$ cat src/rtl/trng_ctrl.sv
// Ring-oscillator TRNG sequencer: warm-up, optional von Neumann debiasing,
// word packing onto a valid/ready port, and a repetition-count health test.
//
// state   | meaning
// IDLE    | TRNG off, waiting for enable
// WARMUP  | TRNG on, output ignored while it settles
// COLLECT | sampling trng_bit, packing accepted bits
// HOLD    | full word presented, waiting for rd_ready
// FAIL    | health test tripped, TRNG off until enable drops
module trng_ctrl #(
    parameter int WIDTH         = 32,
    parameter int WARMUP_CYCLES = 64,
    parameter int RCT_LIMIT     = 32,
    parameter int DEBIAS        = 1
) (
    input  logic             clk,
    input  logic             rst_n,
    input  logic             enable,
    output logic             trng_en,
    input  logic             trng_bit,
    output logic             rd_valid,
    input  logic             rd_ready,
    output logic [WIDTH-1:0] rd_data,
    output logic             health_fail,
    output logic             busy
);

    localparam logic [2:0] S_IDLE    = 3'd0;
    localparam logic [2:0] S_WARMUP  = 3'd1;
    localparam logic [2:0] S_COLLECT = 3'd2;
    localparam logic [2:0] S_HOLD    = 3'd3;
    localparam logic [2:0] S_FAIL    = 3'd4;

    localparam int WW = $clog2(WARMUP_CYCLES + 1);
    localparam int BW = $clog2(WIDTH + 1);
    localparam int RW = $clog2(RCT_LIMIT + 1);
    localparam int SW = WIDTH - 1;

    localparam logic [WW-1:0] WARM_END = WW'(WARMUP_CYCLES);
    localparam logic [BW-1:0] BIT_LAST = BW'(WIDTH - 1);
    localparam logic [RW-1:0] RCT_MAX  = RW'(RCT_LIMIT);

    logic [2:0]    state, state_nxt;
    logic [WW-1:0] warm_cnt;
    logic [BW-1:0] bit_cnt;
    logic [RW-1:0] run_cnt, run_nxt;
    logic          last_bit;
    logic          pair_phase;
    logic          pair_first;
    logic [SW-1:0] shift_reg;
    logic          acc_valid;
    logic          acc_bit;
    logic          rct_trip;
    logic          word_done;
    logic          sampling;

    always_comb begin
        run_nxt   = run_cnt;
        acc_valid = 1'b1;
        acc_bit   = trng_bit;
        if (run_cnt == '0 || trng_bit != last_bit) begin
            run_nxt = RW'(1);
        end else if (run_cnt != RCT_MAX) begin
            run_nxt = run_cnt + RW'(1);
        end
        rct_trip = (run_nxt == RCT_MAX);

        // Second sample of a differing pair: the first sample is the output bit.
        if (DEBIAS != 0) begin
            acc_valid = pair_phase && (pair_first != trng_bit);
            acc_bit   = pair_first;
        end
        word_done = acc_valid && (bit_cnt == BIT_LAST);

        state_nxt = state;
        case (state)
            S_IDLE:    if (enable) state_nxt = S_WARMUP;
            S_WARMUP: begin
                if (!enable)                    state_nxt = S_IDLE;
                else if (warm_cnt == WARM_END)  state_nxt = S_COLLECT;
            end
            S_COLLECT: begin
                if (!enable)        state_nxt = S_IDLE;
                else if (rct_trip)  state_nxt = S_FAIL;
                else if (word_done) state_nxt = S_HOLD;
            end
            S_HOLD: begin
                if (!enable)        state_nxt = S_IDLE;
                else if (rd_ready)  state_nxt = S_COLLECT;
            end
            S_FAIL:    if (!enable) state_nxt = S_IDLE;
            default:   state_nxt = S_IDLE;
        endcase

        sampling = (state == S_COLLECT) && (state_nxt == S_COLLECT);
    end

    always_ff @(posedge clk or negedge rst_n) begin
        if (!rst_n) begin
            state       <= S_IDLE;
            warm_cnt    <= '0;
            bit_cnt     <= '0;
            run_cnt     <= '0;
            last_bit    <= 1'b0;
            pair_phase  <= 1'b0;
            pair_first  <= 1'b0;
            shift_reg   <= '0;
            trng_en     <= 1'b0;
            rd_valid    <= 1'b0;
            rd_data     <= '0;
            health_fail <= 1'b0;
            busy        <= 1'b0;
        end else begin
            state       <= state_nxt;
            trng_en     <= (state_nxt == S_WARMUP) || (state_nxt == S_COLLECT) ||
                           (state_nxt == S_HOLD);
            busy        <= (state_nxt != S_IDLE);
            health_fail <= (state_nxt == S_FAIL);
            rd_valid    <= (state_nxt == S_HOLD);

            if (state == S_WARMUP && state_nxt == S_WARMUP) begin
                warm_cnt <= warm_cnt + WW'(1);
            end else begin
                warm_cnt <= '0;
            end

            if (state == S_COLLECT && state_nxt == S_HOLD) begin
                rd_data <= {shift_reg, acc_bit};
            end

            // Any exit from COLLECT drops the partial word and restarts health/pair state.
            if (sampling) begin
                run_cnt  <= run_nxt;
                last_bit <= trng_bit;
                if (DEBIAS != 0) begin
                    pair_phase <= !pair_phase;
                    if (!pair_phase) pair_first <= trng_bit;
                end
                if (acc_valid) begin
                    shift_reg <= SW'({shift_reg, acc_bit});
                    bit_cnt   <= bit_cnt + BW'(1);
                end
            end else begin
                run_cnt    <= '0;
                bit_cnt    <= '0;
                pair_phase <= 1'b0;
                shift_reg  <= '0;
            end
        end
    end

endmodule
$ cat config.mk
export PLATFORM = sky130hd
export DESIGN_NAME = trng_ctrl
export DESIGN_NICKNAME = d
export VERILOG_FILES = /design/src/rtl/trng_ctrl.sv
export SDC_FILE = /design/constraint.sdc
export NUM_CORES = 1
export LEC_CHECK = 0
export ABC_AREA = 0
export CAP_MARGIN = 20
export CORE_MARGIN = 3
export CORE_UTILIZATION = 40
export CTS_BUF_LIST = sky130_fd_sc_hd__clkbuf_4 sky130_fd_sc_hd__clkbuf_8 sky130_fd_sc_hd__clkbuf_16
export CTS_CLUSTER_SIZE = 16
export DETAILED_ROUTE_END_ITERATION = 8
export HOLD_SLACK_MARGIN = 0.02
export PLACE_DENSITY_LB_ADDON = 0.15
export SLEW_MARGIN = 20
export SYNTH_ARGS = -nofsm -noshare
export SYNTH_HDL_FRONTEND = slang
export SYNTH_SLANG_ARGS = --single-unit
$ cat constraint.sdc
create_clock -name clk -period 2.1 [get_ports clk]
set_clock_uncertainty 0.15 [all_clocks]
set_input_delay 0.42 -clock clk [delete_from_list [all_inputs] [get_ports clk]]
set_output_delay 0.42 -clock clk [all_outputs]
set_load 0.02 [all_outputs]
# == Yosys cells after proc, flatten, opt, wreduce, memory -nomap -nowiden ==
# Index checks and enable logic that the tools add are counted.
# totals
output_inout_bits,36
elab_cells,64
in_bits,5
reg_bits,92
# classes
bitwise,1
n_reduce_logical,13
mux,19
add_sub_neg,3
eq_ne,15
# op_table
cell,count
31-bit 2-to-1 mux,2
6-bit 2-to-1 mux,5
3-bit 2-to-1 mux,9
3-bit one-hot mux with 5 select lines,1
6-bit by 1-bit adder with 6-bit output (second input constant),2
3-bit by 2-bit equality test with 1-bit output (second input constant),4
7-bit by 1-bit adder with 7-bit output (second input constant),1
7-bit equality test (second input constant),1
7-bit 2-to-1 mux,1
3-bit by 1-bit equality test with 1-bit output (second input constant),2
3-bit equality test (second input constant),2
6-bit by 5-bit equality test with 1-bit output (second input constant),1
6-bit equality test (second input constant),1
6-bit logical NOT,1
6-bit inequality test (second input constant),1
1-bit logical AND,5
3-bit logical NOT,1
1-bit logical OR,3
3-bit nonzero test,1
1-bit inequality test,2
2-bit inequality test (second input constant),1
2-bit AND reduction,1
1-bit logical NOT,1
1-bit 2-to-1 mux,1
1-bit NOT,1

# == Logic depth before layout (Yosys ltp) ==
# Gate-level depths: netlist of the first run.
# depth
ltp_word,10
ltp_mapped,10

# == Worst setup path before layout of the first run ==
# Ideal clock, no wire load.
# synth_timing
path_type,reg-to-reg
from,reg run_cnt[0]
to,reg last_bit
period_less_slack_ns,2.194
path_slack_ns,-0.094
arrival_time_ns,1.919
path_buffers,1
required_time_ns,1.825
setup_ns,0.125
path_stages_with_launch,10
cell_sequence,dfrtp_1 > inv_1 > ha_1 > and4bb_1 > a31oi_1 > o32a_4 > o21ai_2 > or2_1 > buf_6 > mux2_2
# synth_between
elab_chain_len,9
word_cells_on_any_way,12
classes_between,add/sub: 1; eq/ne: 3; mux: 5; reduce/logical: 3
# synth_lines
item,line_no,text
start: declaration,46,"logic [RW-1:0] run_cnt, run_nxt;"
start signal: assignment,133,run_cnt <= run_nxt;
"6-bit by 1-bit adder with 6-bit output, or another cell as far along",64,run_nxt = run_cnt + RW'(1);
6-bit 2-to-1 mux / 1-bit logical OR (equally long branches),"63, 61",
6-bit 2-to-1 mux *,61,if (run_cnt == '0 || trng_bit != last_bit) begin
6-bit equality test *,66,rct_trip = (run_nxt == RCT_MAX);
3-bit 2-to-1 mux *,84,else if (rct_trip) state_nxt = S_FAIL;
3-bit 2-to-1 mux *,83,if (!enable) state_nxt = S_IDLE;
3-bit one-hot mux with 5 select lines *,76,case (state)
3-bit by 2-bit equality test with 1-bit output *,95,sampling = (state == S_COLLECT) && (state_nxt == S_COLLECT);
1-bit logical AND *,95,
end signal: assignment,134,last_bit <= trng_bit;
end: declaration,47,logic last_bit;
# Mark *: on every way between the ends. The rest lies on a longest branch, timed or not.
# A chain may end at the register's enable or synchronous reset.

# == Worst setup path in the final report of the first run ==
# layout_timing
from,reg run_cnt[0]
to,reg rd_data[16]
# layout_between
elab_chain_len,9
word_cells_on_any_way,12
classes_between,add/sub: 1; eq/ne: 3; mux: 5; reduce/logical: 3
# layout_lines
item,line_no,text
"6-bit by 1-bit adder with 6-bit output, or another cell as far along",64,
6-bit 2-to-1 mux / 1-bit logical OR (equally long branches),"63, 61",
6-bit 2-to-1 mux *,61,
6-bit equality test *,66,
3-bit 2-to-1 mux *,84,
3-bit 2-to-1 mux *,83,
3-bit one-hot mux with 5 select lines *,76,
3-bit by 2-bit equality test with 1-bit output *,127,if (state == S_COLLECT && state_nxt == S_HOLD) begin
1-bit logical AND *,127,
end signal: assignment,128,"rd_data <= {shift_reg, acc_bit};"
end: declaration,23,"output logic [WIDTH-1:0] rd_data,"
# Marked as above.

==> results.tsv, run 1 <==
metric	value	unit
status	complete, but fails checks	
failing checks	setup timing	
clk slew on worst S/H paths	0.09	ns
syn avg cell area	11.7	µm²
synth warn	0	
Via Count	2657	
num rows	36	
Die W	107	µm
GR Layer Usage met2	21.7	%
Cell variety after synth	41	
initial DRC count	78	
Post-Synthesis Cells	344	
Hold Path Class	input port to asynchronous set/reset pin	
vias in the first global route	2663	
area of the multi-input gates	0.00172	mm²
Register Area	0.00230	mm²
Die ar.	0.0113	mm²
first-pass GRT wire length	13.2	mm
final wirelength	7.67	mm
Cell Area, Synth	0.00404	mm²
hpwl dp	5.14	mm
die height	107	µm
final worst-path cycle share	107	%
htree depth	3	
Avg WL per Cell	13.9	µm
Setup crit end kind	register	
IO Pins	41	
R2R cell count	8	
core area	0.00982	mm²
Final Cell Area	0.00527	mm²
smallest setup slack after layout	-0.155	ns
critical path arrival	2.34	ns
Least-Margin Pin Slew	0.517	ns
DRC errors left	0	
antenna viol nets, final	0	
most common cell after layout, fill and taps aside	dfrtp_1	
gr busiest metal	met2	
Final Wtd Congestion	0.813	
grt total ovfl	0	
# fillers	894	
CTS tree	yes	
max cap viols	0	
WHS	0.341	ns
grt met1 use	20.9	%
Seq/Total Area, Yosys	57.0	%
Setup CP Type	register to register	
layout cells sized above 1	27.9	%
Min Clock Period, post-route	2.26	ns
# setup viols final	71	
placed cell areas	0.00483	mm²
number of antenna violations at the first check in global routing	0	
RSZ-0062 raised after global routing	true	
PortBufs	40	
RR Startpoint	run_cnt[0]	
Final Slew Violations	0	
Fmax achieved	0.443	GHz
Startpoint Class	register	
crit-path max FO	8	
reg2reg setup slack	-0.16	ns
clk sinks	92	
gr usage total	14.5	%
final hold violations	0	
Vias/cell	4.80	
Nets	426	
global-route met3 utilization	2.73	%
Peak VDD IR	0.258	mV
syn nets	354	
Synth-to-Final Area Change	30.3	%
deepest clock path buffer count	2	
Root Buffer Master	clkbuf_8	
Critical Path RT	2.19	ns
flop and latch count out of synthesis	92	
Pre-antenna DRT Iters	4	
initial core utilization	41.1	%
reg2reg end	rd_data[16]	
ANT cells	0	
max FFs per register	32	
largest net degree at the start of global routing	60	
Pwr Density	582	mW/mm²
Clock Latency Late Sink	0.36	ns
static leakage	0.00226	µW
CTS Buf Count	9	
most frequent cells in the layout	dfrtp_1 (92), nand2_1 (68), clkdlybuf4s50_1 (38)	
Worst slew margin	65.1	%
==> Yosys cell counts, drive strengths merged <==
master | instances | area share [%]
nor4 | 1 | 0.53
a21o | 1 | 0.19
ha | 5 | 1.5
mux2i | 1 | 0.25
or4b | 1 | 0.25
nand2b | 3 | 0.46
nor2b | 1 | 0.15
buf | 11 | 2.4
a31oi | 2 | 0.31
nor2 | 22 | 2.0
inv | 6 | 0.56
o21a | 2 | 0.37
dfrtp | 92 | 57
and4bb | 1 | 0.31
xor2 | 10 | 2.4
nand2 | 68 | 6.3
o32a | 1 | 0.56
o21ai | 4 | 0.68
o41ai | 1 | 0.22
nand3b | 1 | 0.19
nor3 | 7 | 0.87
nand3 | 7 | 0.87
o211a | 1 | 0.43
nand4bb | 1 | 0.28
xnor2 | 7 | 1.5
or2 | 3 | 0.46
clkbuf | 8 | 0.74
and3 | 3 | 0.71
nand4 | 2 | 0.31
a21oi | 33 | 4.1
nor3b | 1 | 0.19
and2 | 2 | 0.31
mux2 | 35 | 13
==> logic make-up (layout without fill, tap and decap cells) <==
logic type / count (synthesis) / after routing / share of synthesized area [%]
adder cells (fa/ha/maj): 5 / 5 / 1.55
buffers and inverters: 25 / 101 / 3.72
AND/OR/NAND/NOR: 124 / 124 / 14.2
multiplexers: 36 / 36 / 12.8
flip-flops: 92 / 92 / 57.0
XOR/XNOR: 17 / 17 / 3.87
AO/OA/AOI/OAI: 45 / 45 / 6.84
==> where the power goes <==
group | internal [µW] | switching (µW)
sequential | 1780 | 6.23
combinational | 33.7 | 61.3
clock | 556 | 630
total | 2370 | 697
==> layout make-up <==
cell class,count,area share (%)
Clock buffer,9,2.35
Clock inverter,6,1.38
Inverter,6,0.428
Multi-Input combinational cell,227,32.6
Sequential cell,92,43.7
Tap cell,133,3.16
Timing Repair Buffer,80,16.4
==> critical path, stage by stage (launching register included) <==
cell and delay (ns):
dfrtp_1 0.42, inv_2 0.09, ha_4 0.13, and4bb_1 0.19, a31oi_1 0.05, o32a_4 0.33
o211a_4 0.32, clkbuf_16 0.19, mux2_4 0.28
==> how the worst max path moves through the flow <==
stage / from / to / slack (ns)
detailed placement: trng_bit / rd_data[23] / -0.61
global route: run_cnt[0] / rd_data[16] / -0.21
floorplan: run_cnt[0] / rd_data[10] / -0.06
global placement: trng_bit / rd_data[7] / -0.55
finish: run_cnt[0] / rd_data[16] / -0.16
CTS: run_cnt[0] / rd_data[7] / -0.14
==> per-stage QoR <==
stage | cells | util [%] | power (µW) | worst slack [ns] | TNS, ns
after global routing | 553 | 53.6 | 3180 | -0.214 | -13.31
after CTS | 548 | 52.4 | 3100 | -0.143 | -6.80
final | 553 | 53.6 | 3060 | -0.155 | -6.88
after detailed placement | 529 | 49.2 | 1910 | -0.607 | -35.52
after floorplan | 344 | - | 1840 | -0.0620 | -1.99
after global placement | 529 | 49.2 | 1910 | -0.547 | -32.65
==> layer usage <==
layer / part of all wire [%] / wire length (µm)
met1: 49 / 3790
met4: 1.6 / 119
met2: 46 / 3500
met3: 3.4 / 263
met5: 0 / 0
==> what timing repair did <==
action,4_1_cts,5_1_grt
pin swaps,5,6
setup endpoints to repair,74,79
endpoints found under the hold margin,16,0
hold buffers,1,0
resized for setup,20,10
buffers inserted,3,3
gates cloned,0,2
Note: power is estimated with default switching activity, not from simulation.
==> inputs of run 2 (changes only) <==
--- a/config.mk
+++ b/config.mk
@@ -6,7 +6,7 @@
 export NUM_CORES = 1
 export LEC_CHECK = 0
 export ABC_AREA = 0
-export CAP_MARGIN = 20
+export CAP_MARGIN = 30
 export CORE_MARGIN = 3
 export CORE_UTILIZATION = 40
 export CTS_BUF_LIST = sky130_fd_sc_hd__clkbuf_4 sky130_fd_sc_hd__clkbuf_8 sky130_fd_sc_hd__clkbuf_16
==> results of run 2 <==
Final layout, timing and power as in run 1 (identical DEF).
==> RTL change 1, RTL diff (settings of run 2) <==
The parameter `RCT_LIMIT` goes from 32 to 16.
--- a/src/rtl/trng_ctrl.sv
+++ b/src/rtl/trng_ctrl.sv
@@ -10,7 +10,7 @@
 module trng_ctrl #(
     parameter int WIDTH         = 32,
     parameter int WARMUP_CYCLES = 64,
-    parameter int RCT_LIMIT     = 32,
+    parameter int RCT_LIMIT     = 16,
     parameter int DEBIAS        = 1
 ) (
     input  logic             clk,
Check against the original RTL: same outputs for any inputs over 10 cycles, from zero or initial values and one cycle with rst_n low; that may be too few to reach the edited logic, so the function may still have changed.
==> RTL change 1 against run 2 <==
- the flow still finishes with violations (negative setup slack)
- power rose by 5.5%
- area after synthesis is 3.7% lower
- final area up 1.4%
- critical path depth grew 3
- sequential cell count decreased by 1
- wire length increased by 2.9%
- worst setup slack lost 0.22 ns
- critical endpoint is now shift_reg[9]$_DFFE_PN0P_
==> RTL change 1: results (changes against run 2) <==
| Metric | Value |
|---|---|
| Outcome | complete, but fails checks |
| Failing checks | negative setup slack |
| Post-CTS Resized | 20 (unchanged) |
| Clk Latency, worst-skew pair | about 0.35 ns |
| Sw Ratio | 20.3% (-2.4 points) |
| First-pass GRT wire length | 12.8 mm (-3.8%) |
| Top post-synthesis cells by area | dfrtp_1 59%, mux2_2 9.8%, nand2_1 6.7%, a21oi_1 4.8%, nor2_1 2.1% |
| Part of the power in registers | 54.4% (-3.8 points) |
| Post-synthesis cell count | 351 (+2.0%) |
| Clock Power Share | 42.9% (+4.2 points) |
| Met3 WL post-DR | 250 microns (-4.9%) |
| Distinct cells, synth | 39 (-4.9%) |
| Clk pin slew, worst setup/hold paths | 0.09 ns (about the same) |
| Post-CTS Repair Setup Buffers | 8 (+5) |
| Final nets | 445 (+4.5%) |
| TNS Setup | -25.94 ns (-19.06 ns) |
| DP Area | 0.00477 sq mm (-1.2%) |
| Met2 Use GR | 22.0% (+0.33 points) |
| Slack of the critical path | -0.375 ns (-0.220 ns) |
| FF-to-FF End | shift_reg[9]$_DFFE_PN0P_ |
| Post-synthesis sequential area ratio | 58.5% (+1.5 points) |
| Largest buffer count on any clock path | 2 (unchanged) |
| Worst vdd ir | 0.279 mV (+8.0%) |
| Vias in the first global route | 2686 (+0.86%) |
| 1st-iter DRT viols | 93 (+19%) |
| Drt pass-1 iters | 4 (unchanged) |
| Worst Reg-to-Reg Cells | 11 (+3) |
| Inst Count DP | 544 (+2.8%) |
| Detailed Place HPWL | 5.05 mm (-1.8%) |
| Synth top cells by count | 91 x dfrtp_1, 69 x nand2_1, 37 x a21oi_1, 34 x mux2_2, 22 x nor2_1 |
| Overall Global Routing Usage | 14.2% (-0.35 points) |
| Total wire length | 7.89 mm (+2.9%) |
| Post-Route M1 WL | 3.69 mm (-2.7%) |
| Routed wl met2 | 3.83 mm (+9.5%) |
| Arrival @ worst endpoint | 2.57 ns (+0.23 ns) |
| R2r startpoint | run_cnt[0]$_DFF_PN0_ |
| GRT met1 Usage | 19.9% (-1.0 points) |
| Wire per inst | 13.9 microns (+0.19%) |
| Worst-path fanout max | 5 (-3) |
| Relative slew slack | 76.0% (+11 points) |
| Net Count, Synth | 361 (+2.0%) |
| Hold slack | 0.358 ns (+0.0174 ns) |
| Final setup violating endpoints | 81 (+14%) |
| Met3 usage | 2.59% (-0.14 points) |
| Detailed-route via count | 2782 (+4.7%) |
| Share of layout cells above drive strength 1 | 29.8% (+2.0 points) |
| GP Congestion | 0.804 (-1.1%) |
| Post-CTS Hold Fix Bufs | 1 (unchanged) |
| Largest net degree at the start of global routing | 41 (-32%) |
| Pre-CTS setup slack | -0.663 ns (-0.0563 ns) |
| Leakage power | 2.39 nW (+5.6%) |
| HP Class | reg2reg |
| Fin. max-slew vios | 0 (unchanged) |
| Final Power | 3.23 mW (+5.5%) |
## RTL change 1: kinds of logic (layout without fill, tap and decap cells)
| logic type | Yosys count | in the layout | share of synthesized area, % |
|---|---|---|---|
| flip-flops | 91 | 91 | 58.5 |
| buffers and inverters | 28 | 116 | 3.63 |
| AND/OR/NAND/NOR | 118 | 118 | 13.6 |
| adder cells (fa/ha/maj) | 5 | 5 | 1.61 |
| AO/OA/AOI/OAI | 59 | 59 | 9.16 |
| multiplexers | 34 | 34 | 9.84 |
| XOR/XNOR | 16 | 16 | 3.60 |
## RTL change 1: worst max-delay path by stage
stage                     slack [ns]  cells after the start                        to                  from
final                          -0.38                     11  shift_reg[9]$_DFFE_PN0P_  run_cnt[0]$_DFF_PN0_
after detailed placement       -0.66                      7   rd_data[14]$_DFFE_PN0P_              trng_bit
after CTS                      -0.34                      8   rd_data[15]$_DFFE_PN0P_  run_cnt[0]$_DFF_PN0_
after global routing           -0.47                     11  shift_reg[4]$_DFFE_PN0P_  run_cnt[0]$_DFF_PN0_
after floorplan                -0.41                      9   rd_data[10]$_DFFE_PN0P_  run_cnt[0]$_DFF_PN0_
after global placement         -0.62                      7   rd_data[14]$_DFFE_PN0P_              trng_bit
## RTL change 1: final cells by class
type                    count  area, sq um
inverters                  10         37.5
well taps                 129          161
flip-flops and latches     91         2280
multi-input cells         232         1710
clock inverters             6          115
repair buffers             91          911
fillers                   788         3990
clock buffers               9          124
## RTL change 1: critical path: stages (launching register included)
cell       delay [ns]
dfrtp_1          0.40
inv_1            0.06
ha_2             0.17
nor3b_4          0.29
xnor2_2          0.11
or3_4            0.37
buf_6            0.13
buf_12           0.12
o21bai_4         0.23
buf_12           0.16
clkbuf_16        0.14
a21oi_2          0.03
==> RTL change 2, RTL diff (settings of run 2) <==
Made on the original files. Compare `bit_cnt` against `BIT_LAST` with >= in place of ==.
--- a/src/rtl/trng_ctrl.sv
+++ b/src/rtl/trng_ctrl.sv
@@ -70,7 +70,7 @@
             acc_valid = pair_phase && (pair_first != trng_bit);
             acc_bit   = pair_first;
         end
-        word_done = acc_valid && (bit_cnt == BIT_LAST);
+        word_done = acc_valid && (bit_cnt >= BIT_LAST);
 
         state_nxt = state;
         case (state)
Formal check against the unedited RTL: no difference found for any inputs over 10 cycles, from zero or initial values and one cycle with rst_n low; that may be too few to reach the edited logic, so the function may still have changed.
==> RTL change 2 against run 2 <==
- the run still ends with negative setup slack left
- via count grew 5.1%
- wire length grew 6.9%
- worst setup slack lost 0.017 ns
- global-route usage grew 0.98 points
- first-iteration DRC count grew 7.7%
- power grew 3.1%
- synthesized cell count grew 2.0%
- count of clock-buffer cells in the layout is the same
- area after synthesis grew 0.50%
- final area grew 1.6%
- sequential cell count is the same
- hold slack gained 0.0024 ns
- non-clock buffer count grew 12
- largest power group unchanged
==> RTL change 2: results (changes against run 2) <==
| Metric | Value |
|---|---|
| FF-to-FF End | rd_data[27]$_DFFE_PN0P_ |
| Inst Count DP | 547 (+3.4%) |
| Synth top cells by count | 92 x dfrtp_1, 73 x nand2_1, 38 x a21oi_1, 29 x mux2_4, 19 x nor2_1 |
| Final setup violating endpoints | 77 (+8.5%) |
| Top post-synthesis cells by area | dfrtp_1 57%, mux2_4 11%, nand2_1 6.7%, a21oi_1 4.7%, nor2_1 1.8% |
| Share of layout cells above drive strength 1 | 28.7% (+0.88 points) |
| Largest net degree at the start of global routing | 38 (-37%) |
| Arrival @ worst endpoint | 2.37 ns (+0.03 ns) |
| Overall Global Routing Usage | 15.5% (+0.98 points) |
| Syn avg cell area | 11.6 sq um (-1.5%) |
| Post-synthesis sequential area ratio | 56.7% (-0.28 points) |
| GP Congestion | 0.756 (-6.9%) |
| Worst vdd ir | 0.361 mV (+40%) |
| Distinct cells, synth | 39 (-4.9%) |
| Net Count, Synth | 361 (+2.0%) |
| Outcome | complete, but fails checks |
| Vias per cell | 4.86 (+1.1%) |
| Final nets | 447 (+4.9%) |
| Detailed Place HPWL | 5.41 mm (+5.1%) |
| Leakage power | 2.31 nW (+2.2%) |
| First-pass GRT wire length | 14.1 mm (+6.3%) |
| Cell with the biggest individual delay on the critical path | dfrtp_2 |
| Failing checks | negative setup slack |
| Total wire length | 8.20 mm (+6.9%) |
| HP Class | reg2reg |
| Slew at the pin with the worst max-slew slack | 0.394 ns (-0.123 ns) |
| Layout Cells excl Fill | 575 (+4.0%) |
| DP Area | 0.00486 sq mm (+0.67%) |
| 1st-iter DRT viols | 84 (+7.7%) |
| Peak per-stage delay on the critical path | 0.47 ns (+0.05 ns) |
| Slack of the critical path | -0.172 ns (-0.0173 ns) |
-- RTL change 2: cell families (layout without fill, tap and decap cells) --
group / after synthesis / count (layout) / synth area share, %
AND/OR/NAND/NOR: 120 / 120 / 13.1
flip-flops: 92 / 92 / 56.7
AO/OA/AOI/OAI: 59 / 59 / 9.03
multiplexers: 34 / 34 / 12.1
buffers and inverters: 26 / 117 / 4.07
XOR/XNOR: 15 / 15 / 3.42
adder cells (fa/ha/maj): 5 / 5 / 1.54
-- RTL change 2: per-layer routing --
layer / track usage (%) / part of all wire, %
met1: 21.3 / 46
met2: 24.8 / 50
met3: 4.33 / 3.2
met4: 3.01 / 0.57
met5: 0 / 0
-- RTL change 2: what timing repair did --
action,in CTS,in global routing
hold buffers,1,0
setup buffers,6,2
endpoints found under the setup margin,74,83
resized for setup,21,13
cloned,1,2
hold endpoints to repair,24,0
pin swaps,3,1
-- RTL change 2: stage by stage --
step | setup TNS [ns] | util (%) | setup slack (ns) | hold slack, ns
floorplan | -5.98 | - | -0.193 | -0.0256
global placement | -32.48 | 49.5 | -0.528 | 0.214
detailed placement | -35.88 | 49.5 | -0.562 | 0.213
CTS | -8.21 | 53.2 | -0.161 | 0.345
global route | -15.39 | 54.5 | -0.226 | 0.354
finish | -10.13 | 54.5 | -0.172 | 0.343
-- RTL change 2: how the worst max path moves through the flow --
stage | cells past startpoint | end | slack [ns] | start
after floorplan | 9 | rd_data[10]$_DFFE_PN0P_ | -0.19 | run_cnt[0]$_DFF_PN0_
after global placement | 8 | bit_cnt[4]$_DFFE_PN0P_ | -0.53 | trng_bit
after detailed placement | 8 | bit_cnt[4]$_DFFE_PN0P_ | -0.56 | trng_bit
after CTS | 8 | rd_data[26]$_DFFE_PN0P_ | -0.16 | run_cnt[0]$_DFF_PN0_
after global routing | 10 | shift_reg[5]$_DFFE_PN0P_ | -0.23 | run_cnt[0]$_DFF_PN0_
final | 8 | rd_data[27]$_DFFE_PN0P_ | -0.17 | run_cnt[0]$_DFF_PN0_
-- RTL change 2: power by group --
group	total [mW]	internal [mW]	leakage, nW	switching [mW]
registers	1.78	1.78	1.27	0.00453
logic	0.102	0.0397	0.930	0.0625
clock network	1.28	0.582	0.109	0.694
-- RTL change 2: worst max-delay path: cells and delay by family (launching register included) --
family	cells	cell delay [ns]
AO/OA/AOI/OAI	2	0.35
buffers and inverters	2	0.27
adder cells (fa/ha/maj)	1	0.19
flip-flops	1	0.47
AND/OR/NAND/NOR	2	0.43
multiplexers	1	0.30
-- RTL change 2: layout make-up --
cell class              count  area (sq um)
repair buffers             92           913
clock buffers               9           124
well taps                 133           166
multi-input cells         233          1720
inverters                   9          33.8
flip-flops and latches     92          2300
fillers                   887          4470
clock inverters             7          92.6
